==> src/rtl/wasm_pkg.sv <==
// wasm_pkg: shared definitions for the wasm_core execution core.
//   - opcode byte values of the supported instruction subset
//   - trap_e : trap codes reported on the core's trap output
//   - state_e: fetch/execute FSM states
// Optional feature macro: WASM_CORE_I64_ARITH_EN enables the i64 add/sub/mul
// opcodes in wasm_core; the opcode values live here unconditionally.
package wasm_pkg;

  localparam logic [7:0] OP_UNREACHABLE = 8'h00;
  localparam logic [7:0] OP_NOP         = 8'h01;
  localparam logic [7:0] OP_END         = 8'h0B;
  localparam logic [7:0] OP_DROP        = 8'h1A;
  localparam logic [7:0] OP_I32_CONST   = 8'h41;
  localparam logic [7:0] OP_I64_CONST   = 8'h42;
  localparam logic [7:0] OP_I32_EQZ     = 8'h45;
  localparam logic [7:0] OP_I64_EQZ     = 8'h50;
  localparam logic [7:0] OP_I64_EQ      = 8'h51;
  localparam logic [7:0] OP_I64_NE      = 8'h52;
  localparam logic [7:0] OP_I64_ADD     = 8'h7C;
  localparam logic [7:0] OP_I64_SUB     = 8'h7D;
  localparam logic [7:0] OP_I64_MUL     = 8'h7E;

  // A signed LEB128 encoding of a 64-bit value needs at most 10 bytes.
  localparam int LEB_MAX_BYTES = 10;

  typedef enum logic [3:0] {
    NONE        = 4'd0,
    UNREACHABLE = 4'd1,
    OVERFLOW    = 4'd2,
    UNDERFLOW   = 4'd3,
    MEM_ERROR   = 4'd4,
    ILLEGAL     = 4'd5
  } trap_e;

  typedef enum logic [1:0] {
    FETCH = 2'd0,
    EXEC  = 2'd1,
    HALT  = 2'd2,
    TRAP  = 2'd3
  } state_e;

endpackage

==> src/rtl/wasm_leb128_dec.sv <==
// wasm_leb128_dec: combinational signed-LEB128 immediate decoder.
// Ports:
//   i_bytes  [79:0] : up to 10 immediate bytes, byte k in bits [8k+7:8k]
//   i_is64          : 1 = i64 immediate (sign-extend to 64),
//                     0 = i32 immediate (32-bit value, zero-extended to 64)
//   o_value  [63:0] : decoded immediate
//   o_len    [3:0]  : number of bytes consumed (1..10)
// An encoding with no terminating byte inside the 10-byte slice is treated
// as 10 bytes long.
module wasm_leb128_dec
  import wasm_pkg::*;
(
  input  logic [8*LEB_MAX_BYTES-1:0] i_bytes,
  input  logic                       i_is64,
  output logic [63:0]                o_value,
  output logic [3:0]                 o_len
);

  localparam int ACC_W = 7 * LEB_MAX_BYTES;

  logic [ACC_W-1:0] w_acc;
  logic [ACC_W-1:0] w_mask;
  logic [ACC_W-1:0] w_ext;
  logic             w_done;
  logic             w_sign;
  logic [3:0]       w_len;
  logic             w_unused_hi;

  // Gather 7-bit payload groups up to and including the first byte whose
  // continuation bit is clear; bit 6 of that byte is the sign.
  always_comb begin
    w_acc  = '0;
    w_done = 1'b0;
    w_len  = 4'(LEB_MAX_BYTES);
    w_sign = 1'b0;
    for (int i = 0; i < LEB_MAX_BYTES; i++) begin
      if (!w_done) begin
        w_acc[7*i +: 7] = i_bytes[8*i +: 7];
        w_len           = 4'(i + 1);
        w_sign          = i_bytes[8*i + 6];
        if (!i_bytes[8*i + 7]) w_done = 1'b1;
      end
    end
  end

  // Ones above the last payload bit; shifting by 70 leaves an empty mask.
  assign w_mask = {ACC_W{1'b1}} << (7'd7 * {3'b000, w_len});
  assign w_ext  = w_sign ? (w_acc | w_mask) : w_acc;

  assign o_value = i_is64 ? w_ext[63:0] : {32'd0, w_ext[31:0]};
  assign o_len   = w_len;

  // Bits 69:64 only hold payload that does not fit a 64-bit value.
  assign w_unused_hi = ^w_ext[ACC_W-1:64];

endmodule

==> src/rtl/wasm_core.sv <==
// wasm_core: minimal WebAssembly stack-machine execution core.
// Fetches bytecode through a wide registered ROM window (genrom), executes a
// small integer opcode subset on a 64-bit operand stack.
// Ports:
//   clk            : system clock, rising edge
//   reset          : asynchronous active-low reset
//   result   [63:0]: top of stack, 0 when the stack is empty
//   result_empty   : stack holds no entries
//   trap     [3:0] : trap_e code, 0 = none
//   mem_addr       : byte address of fetch window (= pc)
//   mem_extra      : extra bytes requested beyond the first (all ones)
//   mem_data       : fetch window, byte k in bits [8k+7:8k], one cycle latency
//   mem_error      : window out of bounds, aligned with mem_data
//   dbg_state      : current FSM state
// Optional feature macro: WASM_CORE_I64_ARITH_EN adds i64.add/sub/mul
// (0x7C..0x7E); without it those opcodes trap as illegal.
// The window must hold at least 11 bytes (MEM_EXTRA >= 4): opcode plus the
// longest LEB128 immediate.
module wasm_core
  import wasm_pkg::*;
#(
  parameter int MEM_DEPTH   = 3,
  parameter int MEM_EXTRA   = 4,
  parameter int STACK_DEPTH = 16
) (
  input  logic                          clk,
  input  logic                          reset,
  output logic [63:0]                   result,
  output logic                          result_empty,
  output logic [3:0]                    trap,
  output logic [MEM_DEPTH:0]            mem_addr,
  output logic [MEM_EXTRA-1:0]          mem_extra,
  input  logic [(2**MEM_EXTRA)*8-1:0]   mem_data,
  input  logic                          mem_error,
  output state_e                        dbg_state
);

  localparam int PC_W  = MEM_DEPTH + 1;
  localparam int WIN_W = (2**MEM_EXTRA) * 8;
  localparam int SP_W  = $clog2(STACK_DEPTH + 1);
  localparam int IDX_W = $clog2(STACK_DEPTH);
  localparam int USE_W = 8 * (1 + LEB_MAX_BYTES);

  state_e           r_state;
  logic [PC_W-1:0]  r_pc;
  logic [SP_W-1:0]  r_sp;
  trap_e            r_trap;
  logic [63:0]      r_stack [STACK_DEPTH];

  logic [7:0]       w_opcode;
  logic [63:0]      w_leb_value;
  logic [3:0]       w_leb_len;
  logic [IDX_W-1:0] w_top_idx;
  logic [IDX_W-1:0] w_sec_idx;
  logic [IDX_W-1:0] w_wr_idx;
  logic [63:0]      w_top;
  logic [63:0]      w_sec;
  logic [1:0]       w_pops;
  logic             w_pushes;
  logic [63:0]      w_push_val;
  logic [3:0]       w_len;
  logic             w_halt;
  logic             w_unreach;
  logic             w_illegal;
  logic             w_underflow;
  logic             w_overflow;
  logic [SP_W:0]    w_sp_after;
  logic [SP_W-1:0]  w_sp_next;
  trap_e            w_fault;
  logic             w_unused_win;

  assign w_opcode = mem_data[7:0];

  wasm_leb128_dec u_leb (
    .i_bytes (mem_data[USE_W-1:8]),
    .i_is64  (w_opcode == OP_I64_CONST),
    .o_value (w_leb_value),
    .o_len   (w_leb_len)
  );

  // Bytes past the opcode and the longest immediate are never decoded.
  assign w_unused_win = ^mem_data[WIN_W-1:USE_W];

  // Operand reads; indices wrap harmlessly when the stack is too shallow
  // because the underflow check blocks any commit in that case.
  assign w_top_idx = IDX_W'(r_sp - SP_W'(1));
  assign w_sec_idx = IDX_W'(r_sp - SP_W'(2));
  assign w_wr_idx  = IDX_W'(r_sp - SP_W'(w_pops));
  assign w_top     = r_stack[w_top_idx];
  assign w_sec     = r_stack[w_sec_idx];

  // Instruction decode: stack effect, pushed value and length.
  always_comb begin
    w_pops     = 2'd0;
    w_pushes   = 1'b0;
    w_push_val = 64'd0;
    w_len      = 4'd1;
    w_halt     = 1'b0;
    w_unreach  = 1'b0;
    w_illegal  = 1'b0;
    case (w_opcode)
      OP_UNREACHABLE: w_unreach = 1'b1;
      OP_NOP:         ;
      OP_END:         w_halt = 1'b1;
      OP_DROP:        w_pops = 2'd1;
      OP_I32_CONST, OP_I64_CONST: begin
        w_pushes   = 1'b1;
        w_push_val = w_leb_value;
        w_len      = 4'd1 + w_leb_len;
      end
      OP_I32_EQZ: begin
        w_pops     = 2'd1;
        w_pushes   = 1'b1;
        w_push_val = {63'd0, (w_top[31:0] == 32'd0)};
      end
      OP_I64_EQZ: begin
        w_pops     = 2'd1;
        w_pushes   = 1'b1;
        w_push_val = {63'd0, (w_top == 64'd0)};
      end
      OP_I64_EQ: begin
        w_pops     = 2'd2;
        w_pushes   = 1'b1;
        w_push_val = {63'd0, (w_sec == w_top)};
      end
      OP_I64_NE: begin
        w_pops     = 2'd2;
        w_pushes   = 1'b1;
        w_push_val = {63'd0, (w_sec != w_top)};
      end
`ifdef WASM_CORE_I64_ARITH_EN
      OP_I64_ADD: begin
        w_pops     = 2'd2;
        w_pushes   = 1'b1;
        w_push_val = w_sec + w_top;
      end
      OP_I64_SUB: begin
        w_pops     = 2'd2;
        w_pushes   = 1'b1;
        w_push_val = w_sec - w_top;
      end
      OP_I64_MUL: begin
        w_pops     = 2'd2;
        w_pushes   = 1'b1;
        w_push_val = w_sec * w_top;
      end
`endif
      default: w_illegal = 1'b1;
    endcase
  end

  // Stack depth after the instruction, one bit wider so a push onto a full
  // stack is seen as exceeding STACK_DEPTH rather than wrapping.
  assign w_underflow = (r_sp < SP_W'(w_pops));
  assign w_sp_after  = {1'b0, r_sp} - (SP_W+1)'(w_pops) + (SP_W+1)'(w_pushes);
  assign w_overflow  = (w_sp_after > (SP_W+1)'(STACK_DEPTH));
  assign w_sp_next   = w_sp_after[SP_W-1:0];

  // Fault priority: mem_error > underflow > overflow > illegal/unreachable.
  always_comb begin
    w_fault = NONE;
    if (mem_error)        w_fault = MEM_ERROR;
    else if (w_underflow) w_fault = UNDERFLOW;
    else if (w_overflow)  w_fault = OVERFLOW;
    else if (w_illegal)   w_fault = ILLEGAL;
    else if (w_unreach)   w_fault = UNREACHABLE;
  end

  always_ff @(posedge clk or negedge reset) begin
    if (!reset) begin
      r_state <= FETCH;
      r_pc    <= '0;
      r_sp    <= '0;
      r_trap  <= NONE;
    end else begin
      case (r_state)
        FETCH: r_state <= EXEC;
        EXEC: begin
          if (w_fault != NONE) begin
            r_trap  <= w_fault;
            r_state <= TRAP;
          end else if (w_halt) begin
            r_state <= HALT;
          end else begin
            r_pc    <= r_pc + PC_W'(w_len);
            r_sp    <= w_sp_next;
            r_state <= FETCH;
          end
        end
        default: ; // HALT and TRAP hold everything until reset
      endcase
    end
  end

  // Stack storage carries no reset: clearing the stack pointer discards it.
  always_ff @(posedge clk) begin
    if (r_state == EXEC && w_fault == NONE && !w_halt && w_pushes)
      r_stack[w_wr_idx] <= w_push_val;
  end

  assign mem_addr     = r_pc;
  assign mem_extra    = '1;
  assign result_empty = (r_sp == '0);
  assign result       = result_empty ? 64'd0 : w_top;
  assign trap         = r_trap;
  assign dbg_state    = r_state;

endmodule

==> config.mk <==
export PLATFORM = sky130hd
export DESIGN_NAME = wasm_core
export DESIGN_NICKNAME = d
export VERILOG_FILES = /design/src/rtl/wasm_pkg.sv /design/src/rtl/wasm_leb128_dec.sv /design/src/rtl/wasm_core.sv
export SDC_FILE = /design/constraint.sdc
export NUM_CORES = 2
export LEC_CHECK = 0
export BUFFER_PORTS_ARGS = -buffer_cell sky130_fd_sc_hd__buf_2
export CAP_MARGIN = 20
export CORE_ASPECT_RATIO = 1.4
export CORE_MARGIN = 8
export CORE_UTILIZATION = 59
export DETAILED_ROUTE_END_ITERATION = 10
export GPL_TIMING_DRIVEN = 0
export MAX_ROUTING_LAYER = met4
export PLACE_DENSITY = 0.77
export SYNTH_ARGS = -nofsm -noshare
export SYNTH_HDL_FRONTEND = slang
export SYNTH_SLANG_ARGS = --single-unit
==> constraint.sdc <==
create_clock -name clk -period 13.2 [get_ports clk]
set_input_delay 0.66 -clock clk [delete_from_list [all_inputs] [get_ports clk]]
set_output_delay 0.66 -clock clk [all_outputs]
set_load 0.01 [all_outputs]
After elaboration in Yosys (flattened, before gate mapping)
Memories as Yosys holds them, arrays and structs flattened.
Cells that the tools add are included.
{"block": "totals", "input_bits": 131, "elab_cells": 113, "mem_bits_rw": 1024, "n_memories": 1, "register_bits": 15, "output_inout_bits": 79}
{"block": "classes", "muxes": 63, "reduce_logical": 19, "order_cmp": 2, "n_addsub": 7, "mul": 1, "n_bitwise": 3, "shifts": 1, "n_eq_ne": 12}
{"name": "r_stack", "depth": 16, "word_bits": 64, "read_ports": 2, "rd_clocked_by_memory_dff": 0, "write_ports": 1, "line_no": "wasm_core.sv:48", "source": "logic [63:0] r_stack [STACK_DEPTH];"}
{"operator": "one-hot mux 64 bit (5 select lines)", "n": 1}
{"operator": "2-to-1 mux 64 bit", "n": 3}
{"operator": "<< shifter 70 x 7 -> 64 bit, first input constant", "n": 1}
{"operator": "equality test 64 bit", "n": 1}
{"operator": "logical NOT 64 bit", "n": 1}
{"operator": "inequality test 64 bit", "n": 1}
{"operator": "bitwise OR 64 bit", "n": 1}
{"operator": "2-to-1 mux 7 bit", "n": 8}
{"operator": "equality test 8 x 7 -> 1 bit, second input constant", "n": 6}
{"operator": "2-to-1 mux 1 bit", "n": 33}
{"operator": "logical NOT 32 bit", "n": 1}
{"operator": "2-to-1 mux 3 bit", "n": 8}
{"operator": "2-to-1 mux 4 bit", "n": 4}
{"operator": "OR reduction 10 bit", "n": 1}
{"operator": "equality test 8 x 1 -> 1 bit, second input constant", "n": 1}
{"operator": "equality test 8 x 4 -> 1 bit, second input constant", "n": 1}
{"operator": "equality test 8 x 5 -> 1 bit, second input constant", "n": 1}
{"operator": "logical NOT 8 bit", "n": 1}
{"operator": "2-to-1 mux 2 bit", "n": 4}
{"operator": "one-hot mux 2 bit (2 select lines)", "n": 2}
{"operator": "multiplier 3 x 4 -> 7 bit, first input constant", "n": 1}
{"operator": "adder 6 x 1 -> 6 bit", "n": 1}
{"operator": "greater-than comparator 6 x 5 -> 1 bit, second input constant", "n": 1}
{"operator": "OR reduction 6 bit", "n": 1}
{"operator": "other kinds (20)", "n": 24}

Logic depth before layout (Yosys ltp)
{"block": "logic_depth", "ltp_word": 17, "depth_mapped": 19, "mapped_depth_nobuf": 18}

By module
From an unflattened synthesis, not the netlist that was laid out.
{"block": "hier_totals", "hier_cells": 2811, "area_unflattened_um2": 51936.1}
{"mod": "wasm_core", "cells_per_inst": 2525, "instances": 1, "seq_area_each_um2": 31099.8, "area_per_inst_um2": 50141.8}
{"mod": "wasm_leb128_dec", "cells_per_inst": 286, "instances": 1, "seq_area_each_um2": 0.0, "area_per_inst_um2": 1794.2}

Worst setup path before layout
Ideal clock, no wire load.
{"block": "synth_path", "path_type": "input to register", "from": "input mem_data[1]", "to": "memory r_stack[9][0] (enable)", "setup_ns": 0.564, "setup_slack_ns": 4.262, "arrival_ns": 8.374, "path_buffers": 1, "t_required_ns": 12.636, "path_stages": 16, "path_cell_list": "buf_2 > nor2b_1 > a21oi_1 > o21ai_0 > and2_1 > inv_1 > ha_1 > inv_1 > ha_1 > fa_1 > xnor2_1 > o41ai_1 > nand4_1 > nor4_4 > nand4_1 > nor3_1"}
{"block": "synth_via", "elab_chain_cells": 15, "word_cells_on_any_way": 35, "classes_between": "3 x add/sub; 2 x order compare; 9 x eq/ne; 11 x mux; 10 x reduce/logical"}
{"element": "start, declared", "line_no": "wasm_core.sv:33", "source": "input logic [(2**MEM_EXTRA)*8-1:0] mem_data,"}
{"element": "equality test 8 x 7 -> 1 bit or equality test 8 x 5 -> 1 bit (tied branches)", "line_no": "wasm_core.sv:101", "source": "case (w_opcode)"}
{"element": "OR reduction 3 bit (no line) or OR reduction 2 bit (tied branches)"}
{"element": "one-hot mux 2 bit (2 select lines)", "line_no": "wasm_core.sv:101"}
{"element": "subtractor 5 x 2 -> 6 bit", "line_no": "wasm_core.sv:155", "source": "assign w_sp_after = {1'b0, r_sp} - (SP_W+1)'(w_pops) + (SP_W+1)'(w_pushes);"}
{"element": "adder 6 x 1 -> 6 bit", "line_no": "wasm_core.sv:155"}
{"element": "greater-than comparator 6 x 5 -> 1 bit", "line_no": "wasm_core.sv:156", "source": "assign w_overflow = (w_sp_after > (SP_W+1)'(STACK_DEPTH));"}
{"element": "2-to-1 mux 3 bit", "line_no": "wasm_core.sv:164", "source": "else if (w_overflow) w_fault = OVERFLOW;"}
{"element": "2-to-1 mux 3 bit", "line_no": "wasm_core.sv:163", "source": "else if (w_underflow) w_fault = UNDERFLOW;"}
{"element": "2-to-1 mux 3 bit", "line_no": "wasm_core.sv:162", "source": "if (mem_error) w_fault = MEM_ERROR;"}
{"element": "logical NOT 4 bit", "line_no": "wasm_core.sv:197", "source": "if (r_state == EXEC && w_fault == NONE && !w_halt && w_pushes)"}
{"element": "logical AND 1 bit (3 in series)", "line_no": "wasm_core.sv:197"}
{"element": "2-to-1 mux 1 bit", "line_no": "wasm_core.sv:197"}
{"element": "2-to-1 mux 1 bit (implied by the code)", "line_no": "wasm_core.sv:198", "source": "r_stack[w_wr_idx] <= w_push_val;"}
{"element": "end, declared", "line_no": "wasm_core.sv:48"}
Several ways; a longest one is shown, not always the timed one.

Worst setup path in the final report
{"block": "layout_path", "from": "register r_sp[1]", "to": "memory r_stack[9][0], data pin"}
{"block": "layout_via", "elab_chain_cells": 4, "word_cells_on_any_way": 8, "classes_between": "2 x add/sub; 2 x eq/ne; 1 x mux; 2 x reduce/logical; 1 x memory"}
{"element": "start, declared", "line_no": "wasm_core.sv:46", "source": "logic [SP_W-1:0] r_sp;"}
{"element": "start signal, assigned", "line_no": "wasm_core.sv:186", "source": "r_sp <= w_sp_next;"}
{"element": "subtractor 4 x 2 -> 4 bit or subtractor 4 x 1 -> 4 bit (tied branches)", "line_no": "wasm_core.sv:87, wasm_core.sv:86"}
{"element": "memory (16 x 64 bit) (*)"}
{"element": "inequality test 64 bit, or another cell as far along", "line_no": "wasm_core.sv:129", "source": "w_push_val = {63'd0, (w_sec != w_top)};"}
{"element": "one-hot mux 64 bit (5 select lines) (*)", "line_no": "wasm_core.sv:101"}
{"element": "net w_push_val[0]", "line_no": "wasm_core.sv:60", "source": "logic [63:0] w_push_val;"}
The timed path passes the listed nets; every way through them passes the cells marked *.

==> results.sh <==
export IMPL_result_of_the_run="complete, no violations"
export IMPL_power_switching_fraction=0.213
export IMPL_routedWlPerCell_um=43.5
export IMPL_syn_instance_count=2723
export IMPL_synth_async_sr_flop_share=0.0135
export IMPL_synthMuxAreaShare=0.302
export IMPL_hp_class="in -> reg"
export IMPL_fp_dieW_um=265
export IMPL_hpwl_um=133000
export IMPL_cts_buffers_inserted=98
export IMPL_utilization=0.677
export IMPL_root_buffer="clkbuf_16"
export IMPL_worst_skew_pair_latency_ns=0.73
export IMPL_final_count_of_hold_timing_violations=0
export IMPL_floorplan_die_height_um=365
export IMPL_setup_viol=0
export IMPL_avgSynthCellArea_sq_um=18.8
export IMPL_numClockSinks=1038
export IMPL_tightestPinTransition_ns=1.29
export IMPL_route_antenna_remaining_nets=0
export IMPL_worstReg2RegEnd="r_stack[9][0]"
export IMPL_port_buffer_count=156
export IMPL_detail_route_drc_violations=0
export IMPL_power_frac_clock=0.431
export IMPL_yosys_area_share_simple=0.0286
export IMPL_area_of_the_core_sq_um=86500
export IMPL_reg2reg_setup_slack_ns=3.74
export IMPL_final_min_clock_period_ns=9.46
export IMPL_first_pass_iters=7
export IMPL_layout_nets=3288
export IMPL_final_common_cell="edfxtp_1"
export IMPL_clk_pin_slew_worst_paths_ns=0.06
export IMPL_slew_headroom=0.117
export IMPL_layout_area_overhead_vs_synth_pct=14.3
export IMPL_antenna_found_initial=14
export IMPL_internal_power_uw=5130
export IMPL_groute_usage_overall=0.399
export IMPL_yosys_register_bits=1038
export IMPL_max_freq_mhz=106
export IMPL_overflow=0
export IMPL_hold_worst_slack_ns=0.260
export IMPL_dieArea_sq_um=96600
export IMPL_dominant_combinational_cell_family_by_area_after_synthesis="multiplexers"
export IMPL_powerDensity_nw_per_um2=111
export IMPL_worstSetupEndpoint="r_stack[9][0]"
export IMPL_startpoint_class_of_the_critical_path="flop"
export IMPL_share_seq_of_total_power=0.547
export IMPL_yosysWarningCount=0
export IMPL_routed_via_density=7.78
export IMPL_synth_edf_count=1024
export IMPL_final_ws_setup_ns=3.74
export IMPL_p_sw_uw=1390
export IMPL_pin_count=210
export IMPL_total_power_uw=6520
export IMPL_first_pass_grt_wire_length_um=257000
export IMPL_place_worst_setup_slack_ns=4.02
export IMPL_clock_path_buffers=3
export IMPL_critical_setup_path_class="reg -> reg"
export IMPL_synthAdderAreaFrac=0.00982
export IMPL_finClkSkew_ns=0.0264
export IMPL_complex_gate_fraction_of_the_synthesized_area=0.0172
export IMPL_vdd_ir_drop_max_mv=0.120
export IMPL_most_common_layout_cells="1024 x edfxtp_1, 512 x mux4_2, 377 x mux2i_1, 220 x buf_2, 100 x clkbuf_16"
export IMPL_tritoncts_clock_tree="built"
export IMPL_worstSetupEndpointType="flop"
export IMPL_comb_power_share=0.022
export IMPL_initial_core_util=0.592
export IMPL_rsz0062_at_grt="false"
export IMPL_reg2reg_from="r_sp[1]"
export IMPL_maximum_number_of_pins_on_one_net_before_global_route_repair=21
export IMPL_vias=33600
export IMPL_drt_iter0_drc=6616
export IMPL_post_route_cells_drive_above_1_share=0.338
export IMPL_gp_routability_congestion=0.997
export IMPL_total_routed_length_um=188000
export IMPL_worst_setup_path_startpoint="r_sp[1]"
export IMPL_netlist_cell_type_count=56
export IMPL_synth_xor_area_frac=0.0145
export IMPL_max_cap_violations=0
export IMPL_final_max_slew_viol_count=0
export IMPL_finalCritPeriodShare=0.717
export IMPL_instances_no_fill=4317
export IMPL_timing_critical_path_arrival_ns=9.84
export IMPL_number_of_global_route_vias_before_repair=32900
export IMPL_critPathMaxFanout=16
export IMPL_post_cts_buffers=0
export IMPL_ys_flop_type="edfxtp_1"
export IMPL_ctsHtreeMaxLevel=3
export IMPL_number_of_core_rows=128
export IMPL_static_leakage_power_uw=0.0172
export IMPL_dpl_cell_count=4096
export IMPL_worstPathRequired_ns=13.58
export IMPL_ff2ff_path_depth=15
export IMPL_yosysSeqAreaShare=0.607
export IMPL_syn_cell_area_sq_um=51200
==> synthesized netlist by cell type (2+ instances only) <==
cell type / number / area share
inv_1: 29 / 0.0021
nor4_1: 31 / 0.0038
a221oi_1: 6 / 0.0010
xnor2_1: 20 / 0.0034
a21oi_1: 61 / 0.0060
buf_1: 20 / 0.0015
nand2_1: 66 / 0.0048
mux4_2: 512 / 0.23
nor3_1: 9 / 0.00088
clkinv_1: 2 / 0.00015
mux2i_1: 379 / 0.074
or3_1: 2 / 0.00024
dfrtp_1: 14 / 0.0068
nor2_1: 70 / 0.0051
buf_2: 63 / 0.0062
o31ai_1: 2 / 0.00029
and3_1: 5 / 0.00061
fa_1: 7 / 0.0027
buf_4: 30 / 0.0044
a211oi_1: 6 / 0.00088
nand3_1: 7 / 0.00068
o21bai_1: 4 / 0.00059
and2_1: 63 / 0.0077
conb_1: 2 / 0.00015
o21ai_0: 36 / 0.0035
nor2b_1: 3 / 0.00037
clkbuf_1: 73 / 0.0053
buf_6: 6 / 0.0013
xor2_1: 63 / 0.011
ha_1: 29 / 0.0071
nand2b_1: 8 / 0.00098
edfxtp_1: 1024 / 0.60
a22oi_1: 9 / 0.0013
a21o_1: 6 / 0.00088
nand3b_1: 2 / 0.00029
nand4_1: 16 / 0.0020
mux2_2: 11 / 0.0024
a32oi_1: 3 / 0.00051
o21a_1: 2 / 0.00029
a31oi_1: 6 / 0.00073
==> worst max-delay path: stages, from the launching register on <==
cell	delay (ns)
dfrtp_1	0.45
clkinv_1	0.29
clkbuf_1	0.81
buf_1	0.80
ha_1	0.61
clkbuf_1	0.52
clkbuf_1	0.90
mux4_2	0.40
mux2i_1	0.08
mux2i_1	0.81
xor2_1	0.40
nor4_1	0.67
nand4_1	0.46
nor4_2	0.90
mux2i_1	0.17
o21ai_1	0.81
==> registers in the layout (all words and copies together), names as in the netlist <==
signal	flops
mem_addr	4
trap	3
dbg_state	2
r_sp	5
r_stack	1024
==> worst min-delay path by stage <==
stage	start	end	slack (ns)	cells past startpoint
floorplan	reset	dbg_state[0]	0.36	0
global placement	mem_addr[3]	mem_addr[3]	0.46	1
detailed placement	mem_addr[3]	mem_addr[3]	0.46	1
CTS	mem_error	trap[1]	0.24	2
global route	mem_error	trap[1]	0.27	2
finish	mem_error	trap[1]	0.26	2
==> layout make-up <==
type,count,area (sq um)
Inverter,32,120
Sequential cell,1038,31100
Timing Repair Buffer,295,2670
Multi-Input combinational cell,1464,19200
Clock buffer,116,2560
Tap cell,1105,1380
Antenna cell,14,35.0
Clock inverter,61,518
Buffer,192,957
Fill cell,5623,28000
==> power groups by stage <==
| stage | registers, uW | clock network (uW) | logic, uW |
|---|---|---|---|
| finish | 3570 | 2810 | 146 |
| global route | 3560 | 2910 | 148 |
| CTS | 3570 | 2790 | 132 |
| global placement | 3640 | 0 | 130 |
| detailed placement | 3640 | 0 | 131 |
| floorplan | 3640 | 0 | 65.9 |
==> cell families after synthesis <==
logic type	count (synthesis)
AO/OA/AOI/OAI	149
XOR/XNOR	84
buffers and inverters	224
AND/OR/NAND/NOR	288
other	2
flip-flops	1038
adder cells (fa/ha/maj)	36
multiplexers	902
==> per-stage QoR <==
stage	instance area, sq um	setup TNS, ns
final	58500	0
after global routing	58500	0
after CTS	58200	0
after detailed placement	55100	0
after global placement	53400	-980.17
after floorplan	51200	0
==> metal layers <==
metal	part of all wire	up-vias	routed length [um]	track usage
li1	-	12200	-	-
met3	0.16	739	30400	0.135
met5	0	-	0	-
met4	0.081	0	15100	0.251
met2	0.44	3610	82300	0.572
met1	0.32	17000	59900	0.489
==> what timing repair did <==
action | CTS | global route
hold buffers | 1 | 0
endpoints found under the hold margin | 14 | 0
resized for setup | 0 | 0
Note: power is estimated with default switching activity, not from simulation.
